`src/rtl/irq_controller_pkg.sv`:
```
// ---------------------------------------------------------------------------
// irq_controller_pkg
//   Shared definitions for the interrupt controller:
//   - FSM state encoding (IDLE / REQ / SERVICE)
//   - configuration register addresses
//   - STATUS register field positions
// ---------------------------------------------------------------------------
package irq_controller_pkg;

  typedef enum logic [1:0] {
    ST_IDLE    = 2'd0,
    ST_REQ     = 2'd1,
    ST_SERVICE = 2'd2
  } irq_state_e;

  // Configuration register map
  localparam logic [1:0] CFG_MASK = 2'd0;
  localparam logic [1:0] CFG_PEND = 2'd1;
  localparam logic [1:0] CFG_STAT = 2'd2;
  localparam logic [1:0] CFG_EOI  = 2'd3;

  // STATUS register layout
  localparam int STAT_STATE_LSB = 16;
  localparam int STAT_STATE_W   = 2;
  localparam int STAT_ID_LSB    = 0;

endpackage

```
`src/rtl/irq_sync_edge.sv`:
```
// ---------------------------------------------------------------------------
// irq_sync_edge
//   Two-flop synchroniser for one asynchronous interrupt source, with an
//   optional history flop for rising-edge detection.
//
//   Ports:
//     clk   in   system clock
//     rst   in   asynchronous active-high reset
//     din   in   raw source, asynchronous to clk
//     trig  out  EdgeMode=1: one-cycle rising-edge pulse (s2 & ~s3)
//                EdgeMode=0: synchronised level (s2)
// ---------------------------------------------------------------------------
module irq_sync_edge #(
  parameter bit EdgeMode = 1'b1
) (
  input  logic clk,
  input  logic rst,
  input  logic din,
  output logic trig
);

  logic s1;
  logic s2;

  always_ff @(posedge clk or posedge rst) begin
    if (rst) begin
      s1 <= 1'b0;
      s2 <= 1'b0;
    end else begin
      s1 <= din;
      s2 <= s1;
    end
  end

  generate
    if (EdgeMode) begin : g_edge
      logic s3;

      always_ff @(posedge clk or posedge rst) begin
        if (rst) begin
          s3 <= 1'b0;
        end else begin
          s3 <= s2;
        end
      end

      assign trig = s2 & ~s3;
    end else begin : g_level
      assign trig = s2;
    end
  endgenerate

endmodule

```
`src/rtl/irq_controller.sv`:
```
// ---------------------------------------------------------------------------
// irq_controller
//   Interrupt controller feeding the processor's single IRQ input.
//   Synchronises NumSrc sources, latches (edge) or follows (level) them,
//   masks them, picks the lowest eligible index and runs a
//   request / acknowledge / end-of-interrupt handshake.
//
//   Ports:
//     clk        in   system clock
//     RESET      in   asynchronous active-high reset
//     irq_src    in   raw interrupt sources [NumSrc-1:0]
//     pc_31      in   supervisor bit; 1 blocks new requests
//     irq_ack    in   one-cycle pulse when the exception is taken
//     cfg_we     in   config write strobe
//     cfg_addr   in   config register select (MASK/PEND/STAT/EOI)
//     cfg_wdata  in   config write data
//     cfg_rdata  out  config read data, combinational from cfg_addr
//     IRQ        out  registered interrupt request
//     irq_id     out  registered index of requested / in-service source
//     irq_busy   out  high while in SERVICE
// ---------------------------------------------------------------------------
module irq_controller
  import irq_controller_pkg::*;
#(
  parameter int                NumSrc   = 8,
  parameter int                IdW      = 3,
  parameter logic [NumSrc-1:0] EdgeMask = {NumSrc{1'b1}}
) (
  input  logic              clk,
  input  logic              RESET,
  input  logic [NumSrc-1:0] irq_src,
  input  logic              pc_31,
  input  logic              irq_ack,
  input  logic              cfg_we,
  input  logic [1:0]        cfg_addr,
  input  logic [31:0]       cfg_wdata,
  output logic [31:0]       cfg_rdata,
  output logic              IRQ,
  output logic [IdW-1:0]    irq_id,
  output logic              irq_busy
);

  irq_state_e        state_reg;
  irq_state_e        state_next;
  logic              irq_reg;
  logic              irq_next;
  logic [IdW-1:0]    id_reg;
  logic [IdW-1:0]    id_next;

  logic [NumSrc-1:0] trig;
  logic [NumSrc-1:0] pending;
  logic [NumSrc-1:0] mask_reg;
  logic [NumSrc-1:0] eligible;
  logic [NumSrc-1:0] ack_clr;
  logic [NumSrc-1:0] pend_clr;
  logic [IdW-1:0]    winner;

  logic              mask_wr;
  logic              pend_wr;
  logic              eoi_wr;
  logic              wdata_unused;

  assign mask_wr = cfg_we && (cfg_addr == CFG_MASK);
  assign pend_wr = cfg_we && (cfg_addr == CFG_PEND);
  assign eoi_wr  = cfg_we && (cfg_addr == CFG_EOI);

  // Only the low NumSrc data bits carry meaning; EOI ignores the data.
  assign wdata_unused = ^cfg_wdata;

  // Write-1-to-clear from the config port plus the acknowledge clear.
  assign pend_clr = ack_clr | (pend_wr ? cfg_wdata[NumSrc-1:0] : '0);

  // -------------------------------------------------------------------------
  // Per-source synchroniser and pending bit
  // -------------------------------------------------------------------------
  genvar gi;
  generate
    for (gi = 0; gi < NumSrc; gi++) begin : g_src
      irq_sync_edge #(
        .EdgeMode (EdgeMask[gi])
      ) u_sync (
        .clk  (clk),
        .rst  (RESET),
        .din  (irq_src[gi]),
        .trig (trig[gi])
      );

      if (EdgeMask[gi]) begin : g_edge_pend
        logic pend_bit;

        // A new edge in the same cycle as a clear keeps the bit set.
        always_ff @(posedge clk or posedge RESET) begin
          if (RESET) begin
            pend_bit <= 1'b0;
          end else begin
            pend_bit <= trig[gi] | (pend_bit & ~pend_clr[gi]);
          end
        end

        assign pending[gi] = pend_bit;
      end else begin : g_level_pend
        // Level sources simply follow the synchronised input.
        assign pending[gi] = trig[gi];
      end
    end
  endgenerate

  // -------------------------------------------------------------------------
  // Mask register
  // -------------------------------------------------------------------------
  always_ff @(posedge clk or posedge RESET) begin
    if (RESET) begin
      mask_reg <= '0;
    end else if (mask_wr) begin
      mask_reg <= cfg_wdata[NumSrc-1:0];
    end
  end

  assign eligible = pending & mask_reg;

  // Fixed priority: lowest eligible index wins.
  always_comb begin
    winner = '0;
    for (int i = NumSrc - 1; i >= 0; i--) begin
      if (eligible[i]) begin
        winner = IdW'(i);
      end
    end
  end

  // -------------------------------------------------------------------------
  // Handshake FSM
  // -------------------------------------------------------------------------
  always_ff @(posedge clk or posedge RESET) begin
    if (RESET) begin
      state_reg <= ST_IDLE;
      irq_reg   <= 1'b0;
      id_reg    <= '0;
    end else begin
      state_reg <= state_next;
      irq_reg   <= irq_next;
      id_reg    <= id_next;
    end
  end

  always_comb begin
    state_next = state_reg;
    irq_next   = irq_reg;
    id_next    = id_reg;
    ack_clr    = '0;

    case (state_reg)
      ST_IDLE: begin
        if ((|eligible) && !pc_31) begin
          state_next = ST_REQ;
          irq_next   = 1'b1;
          id_next    = winner;
        end
      end

      ST_REQ: begin
        // Acknowledge beats a simultaneous withdrawal; irq_id never
        // changes while the request is outstanding.
        if (irq_ack) begin
          state_next      = ST_SERVICE;
          irq_next        = 1'b0;
          ack_clr[id_reg] = 1'b1;
        end else if (!eligible[id_reg]) begin
          state_next = ST_IDLE;
          irq_next   = 1'b0;
        end
      end

      ST_SERVICE: begin
        irq_next = 1'b0;
        if (eoi_wr) begin
          state_next = ST_IDLE;
        end
      end

      default: begin
        state_next = ST_IDLE;
        irq_next   = 1'b0;
      end
    endcase
  end

  // -------------------------------------------------------------------------
  // Outputs and config read mux
  // -------------------------------------------------------------------------
  assign IRQ      = irq_reg;
  assign irq_id   = id_reg;
  assign irq_busy = (state_reg == ST_SERVICE);

  always_comb begin
    cfg_rdata = '0;
    case (cfg_addr)
      CFG_MASK: cfg_rdata[NumSrc-1:0] = mask_reg;
      CFG_PEND: cfg_rdata[NumSrc-1:0] = pending;
      CFG_STAT: begin
        cfg_rdata[STAT_STATE_LSB +: STAT_STATE_W] = state_reg;
        cfg_rdata[STAT_ID_LSB +: IdW]             = id_reg;
      end
      default: cfg_rdata = '0;
    endcase
  end

endmodule

```
`config.mk`:
```
export PLATFORM = sky130hd
export DESIGN_NAME = irq_controller
export DESIGN_NICKNAME = d
export VERILOG_FILES = /design/src/rtl/irq_controller_pkg.sv /design/src/rtl/irq_sync_edge.sv /design/src/rtl/irq_controller.sv
export SDC_FILE = /design/constraint.sdc
export NUM_CORES = 1
export LEC_CHECK = 0
export ABC_AREA = 1
export CORE_MARGIN = 3
export CORE_UTILIZATION = 42
export DETAILED_ROUTE_END_ITERATION = 8
export DONT_BUFFER_PORTS = 1
export MAX_ROUTING_LAYER = met4
export PLACE_DENSITY_LB_ADDON = 0.25
export REMOVE_ABC_BUFFERS = 1
export SLEW_MARGIN = 20
export SYNTH_ARGS = -nofsm -noshare
export SYNTH_HDL_FRONTEND = slang
export SYNTH_SLANG_ARGS = --single-unit
```
`constraint.sdc`:
```
create_clock -name clk -period 2 [get_ports clk]
set_clock_uncertainty 0.2 [all_clocks]
set_input_delay 0.6 -clock clk [delete_from_list [all_inputs] [get_ports clk]]
set_output_delay 0.6 -clock clk [all_outputs]
set_load 0.03 [all_outputs]
```
==> flow_metrics.env <==
export IMPL_outcome="complete, but fails checks"
export IMPL_violations_in_the_final_reports="negative setup slack"
export IMPL_required_ps=1200
export IMPL_global_route_wire_length_before_repair_um=6780
export IMPL_holdCritStartpoint="irq_src[0]"
export IMPL_power_leakage_nw=1.21
export IMPL_swShare=0.389
export IMPL_yosys_area_share_xor_xnor=0
export IMPL_fmax_mhz=489
export IMPL_timing_max_transition_violations_final=0
export IMPL_async_reset_ff_frac=1.00
export IMPL_total_setup_violations_reported_at_the_end_of_the_flow=4
export IMPL_total_power_w=0.00269
export IMPL_insertedDiodeCount=0
export IMPL_power_spent_charging_and_discharging_nets_w=0.00104
export IMPL_grt_util_met3=0.0544
export IMPL_place_worst_setup_slack_ps=-108
export IMPL_cts_htree_levels=2
export IMPL_post_layout_nonfiller_instances=322
export IMPL_clk_latency_ps=300
export IMPL_synth_top_family_by_area="simple AND/OR/NAND/NOR gates"
export IMPL_gr_max_usage_layer="met2"
export IMPL_internal_power_w=0.00164
export IMPL_core_area_um2=4750
export IMPL_design_portCount=84
export IMPL_final_estimated_routing_congestion_in_global_placement=0.941
export IMPL_drtAntennaViolNets=0
export IMPL_synth_avg_cell_area_um2=9.19
export IMPL_grt_use_met1=0.182
export IMPL_crit_type="in2out"
export IMPL_clockRootBuffer="clkbuf_8"
export IMPL_post_synth_num_cell_types=22
export IMPL_area_delta_synth_final_pct=15.9
export IMPL_tns_ps=-99.5
export IMPL_synth_seq_area_share=0.552
export IMPL_worst_path_bufs_invs=2
export IMPL_timing_final_hold_violations=0
export IMPL_final_period_utilization=1.02
export IMPL_routed_via_count=1500
export IMPL_pwr_share_clk=0.220
export IMPL_synth_seq_cells=46
export IMPL_postSynthCellCount=227
export IMPL_vias_in_the_first_global_route=1417
export IMPL_synth_compound_area_frac=0.0714
export IMPL_cp_start_kind="input pin"
export IMPL_detail_route_drc_violations=0
export IMPL_routedWlPerCell_um=12.9
export IMPL_placement_io_buffers=0
export IMPL_chipHeight_um=76.5
export IMPL_clk_pin_slew_worst_paths_ps=90
export IMPL_synthesis_area_um2=2090
export IMPL_vdd_ir_drop_worst_mv=0.551
export IMPL_globalRouteMet2Util=0.240
export IMPL_seqPwrFrac=0.444
export IMPL_r2r_start="irq_id[1]"
export IMPL_wirelength_um=4160
export IMPL_fin_ws_ps=-43.0
export IMPL_critical_path_most_common_cell="buf_6"
export IMPL_cp_max_fo=8
export IMPL_timing_max_cap_violations=0
export IMPL_yosys_warnings=0
export IMPL_num_nets_final=301
export IMPL_grt_remaining_overflow=0
export IMPL_detailedRoute_firstIterationViolations=81
export IMPL_holdWs_ps=121
export IMPL_rsz_0062_raised_after_global_routing="yes"
export IMPL_tritoncts_num_buffers=5
export IMPL_postSynth_topFlopCell="dfrtp_1"
export IMPL_antenna_found_initial=0
export IMPL_pwr_share_comb=0.335
export IMPL_critPathTopFamily="buffers and inverters"
export IMPL_final_layout_size_suffix_gt1_frac=0.212
export IMPL_detail_route_vias_per_cell=4.66
export IMPL_worst_hold_path_type="in2reg"
export IMPL_cpPeakStageDelay_ps=230
export IMPL_worstPathCellList="nor2_4, buf_6, a22o_1, buf_6"
export IMPL_tritoncts="built"
export IMPL_floorplan_initialDensity=0.439
export IMPL_worst_setup_path_end_kind="output port"
export IMPL_worstSetupStartpoint="cfg_addr[0]"
export IMPL_dr_pass1_iters=4
export IMPL_dieWidth_um=76.5
export IMPL_grt_util_all_layers=0.154
export IMPL_number_of_enable_type_register_cells_in_the_synthesized_netlist=0
export IMPL_maximum_number_of_pins_on_one_net_before_global_route_repair=30
export IMPL_cts_buffer_depth=2
export IMPL_post_synth_fa_ha_maj_area_fraction=0
export IMPL_yosys_area_share_simple=0.213
export IMPL_synth_mux_area_frac=0.0324
export IMPL_floorplan_rows=25
export IMPL_crit_arrival_ps=1240
export IMPL_timing_final_crit_period_ps=2040
export IMPL_slowest_stage="nor2_4"
export IMPL_clkSinkCount=46
export IMPL_die_area_um2=5850
export IMPL_dpl_cell_count=311
export IMPL_power_density_nw_per_um2=1110
export IMPL_detailed_place_hpwl_um=3060
==> layout by cell type (no fill, tap or decap), types with 2 or more instances in the layout <==
| cell | instances |
|---|---|
| nand2_1 | 50 |
| dfrtp_1 | 46 |
| nand3_1 | 24 |
| conb_1 | 22 |
| inv_1 | 19 |
| nor2_1 | 15 |
| buf_4 | 12 |
| o21ai_0 | 11 |
| buf_6 | 8 |
| mux2_2 | 6 |
| clkbuf_8 | 6 |
| inv_2 | 5 |
| nor2_4 | 3 |
| a21oi_1 | 3 |
| nand2_2 | 3 |
| o211ai_1 | 3 |
| a22o_1 | 3 |
| nor2_2 | 2 |
| o21ai_2 | 2 |
==> what timing repair did <==
item                       in CTS  in global routing
pin swaps                       6                  6
gates resized for setup        13                 14
hold buffers                    1                  0
setup endpoints to repair       8                  8
hold endpoints to repair       17                  0
setup buffers                   2                  0
cloned                          0                  0
==> stage by stage <==
stage / utilization / area (µm²)
after global routing: 0.508 / 2420
after detailed placement: 0.468 / 2230
after floorplan: - / 1990
after global placement: 0.468 / 2230
final: 0.508 / 2420
after CTS: 0.499 / 2370
==> area by class of cell <==
type	count	area [µm²]
multi-input cells	154	778
well taps	67	83.8
clock buffers	6	82.6
repair buffers	22	210
flip-flops and latches	46	1150
inverters	25	98.8
clock inverters	2	12.5
fillers	454	2340
==> synth_stat cells (3+ instances only) <==
library cell | number | area share
nand3_1 | 24 | 0.058
dfrtp_1 | 46 | 0.55
a22o_1 | 3 | 0.013
buf_4 | 22 | 0.079
mux2_2 | 6 | 0.032
inv_1 | 24 | 0.043
nor2_1 | 19 | 0.034
o21ai_0 | 13 | 0.031
o211ai_1 | 3 | 0.011
a21oi_1 | 3 | 0.0072
nand2_1 | 53 | 0.095
==> final timing paths <==
path                                             endpoint  slack (ps)  cells after the start
worst max-delay path                         cfg_rdata[4]         -40                      4
worst min-delay path                   g_src[0].u_sync.s1         120                      0
worst max register to register                        IRQ         410                      9
worst min register to register         g_src[7].u_sync.s2         150                      0
max in group asynchronous       g_src[4].u_sync.g_edge.s3         580                      3
min in group asynchronous                     mask_reg[5]         550                      2
==> layer usage <==
layer | vias to the layer above | share of wire
li1 | 734 | -
met1 | 702 | 0.42
met2 | 57 | 0.48
met3 | 7 | 0.082
met4 | 0 | 0.020
met5 | - | 0
==> power groups by stage <==
stage	registers, W	logic (W)	clock network [W]
global route	0.00121	0.000994	0.000643
finish	0.00119	0.000900	0.000592
global placement	0.00120	0.000852	0
floorplan	0.00127	0.000539	0
CTS	0.00119	0.000875	0.000609
detailed placement	0.00121	0.000860	0
==> cells by family (layout without fill, tap and decap cells) <==
group / count (synthesis) / in the layout
flops: 46 / 46
simple gates: 101 / 101
mux: 6 / 6
other cells: 1 / 22
compound gates: 25 / 25
buf+inv: 48 / 55
Power figures use the tool's default switching activity.
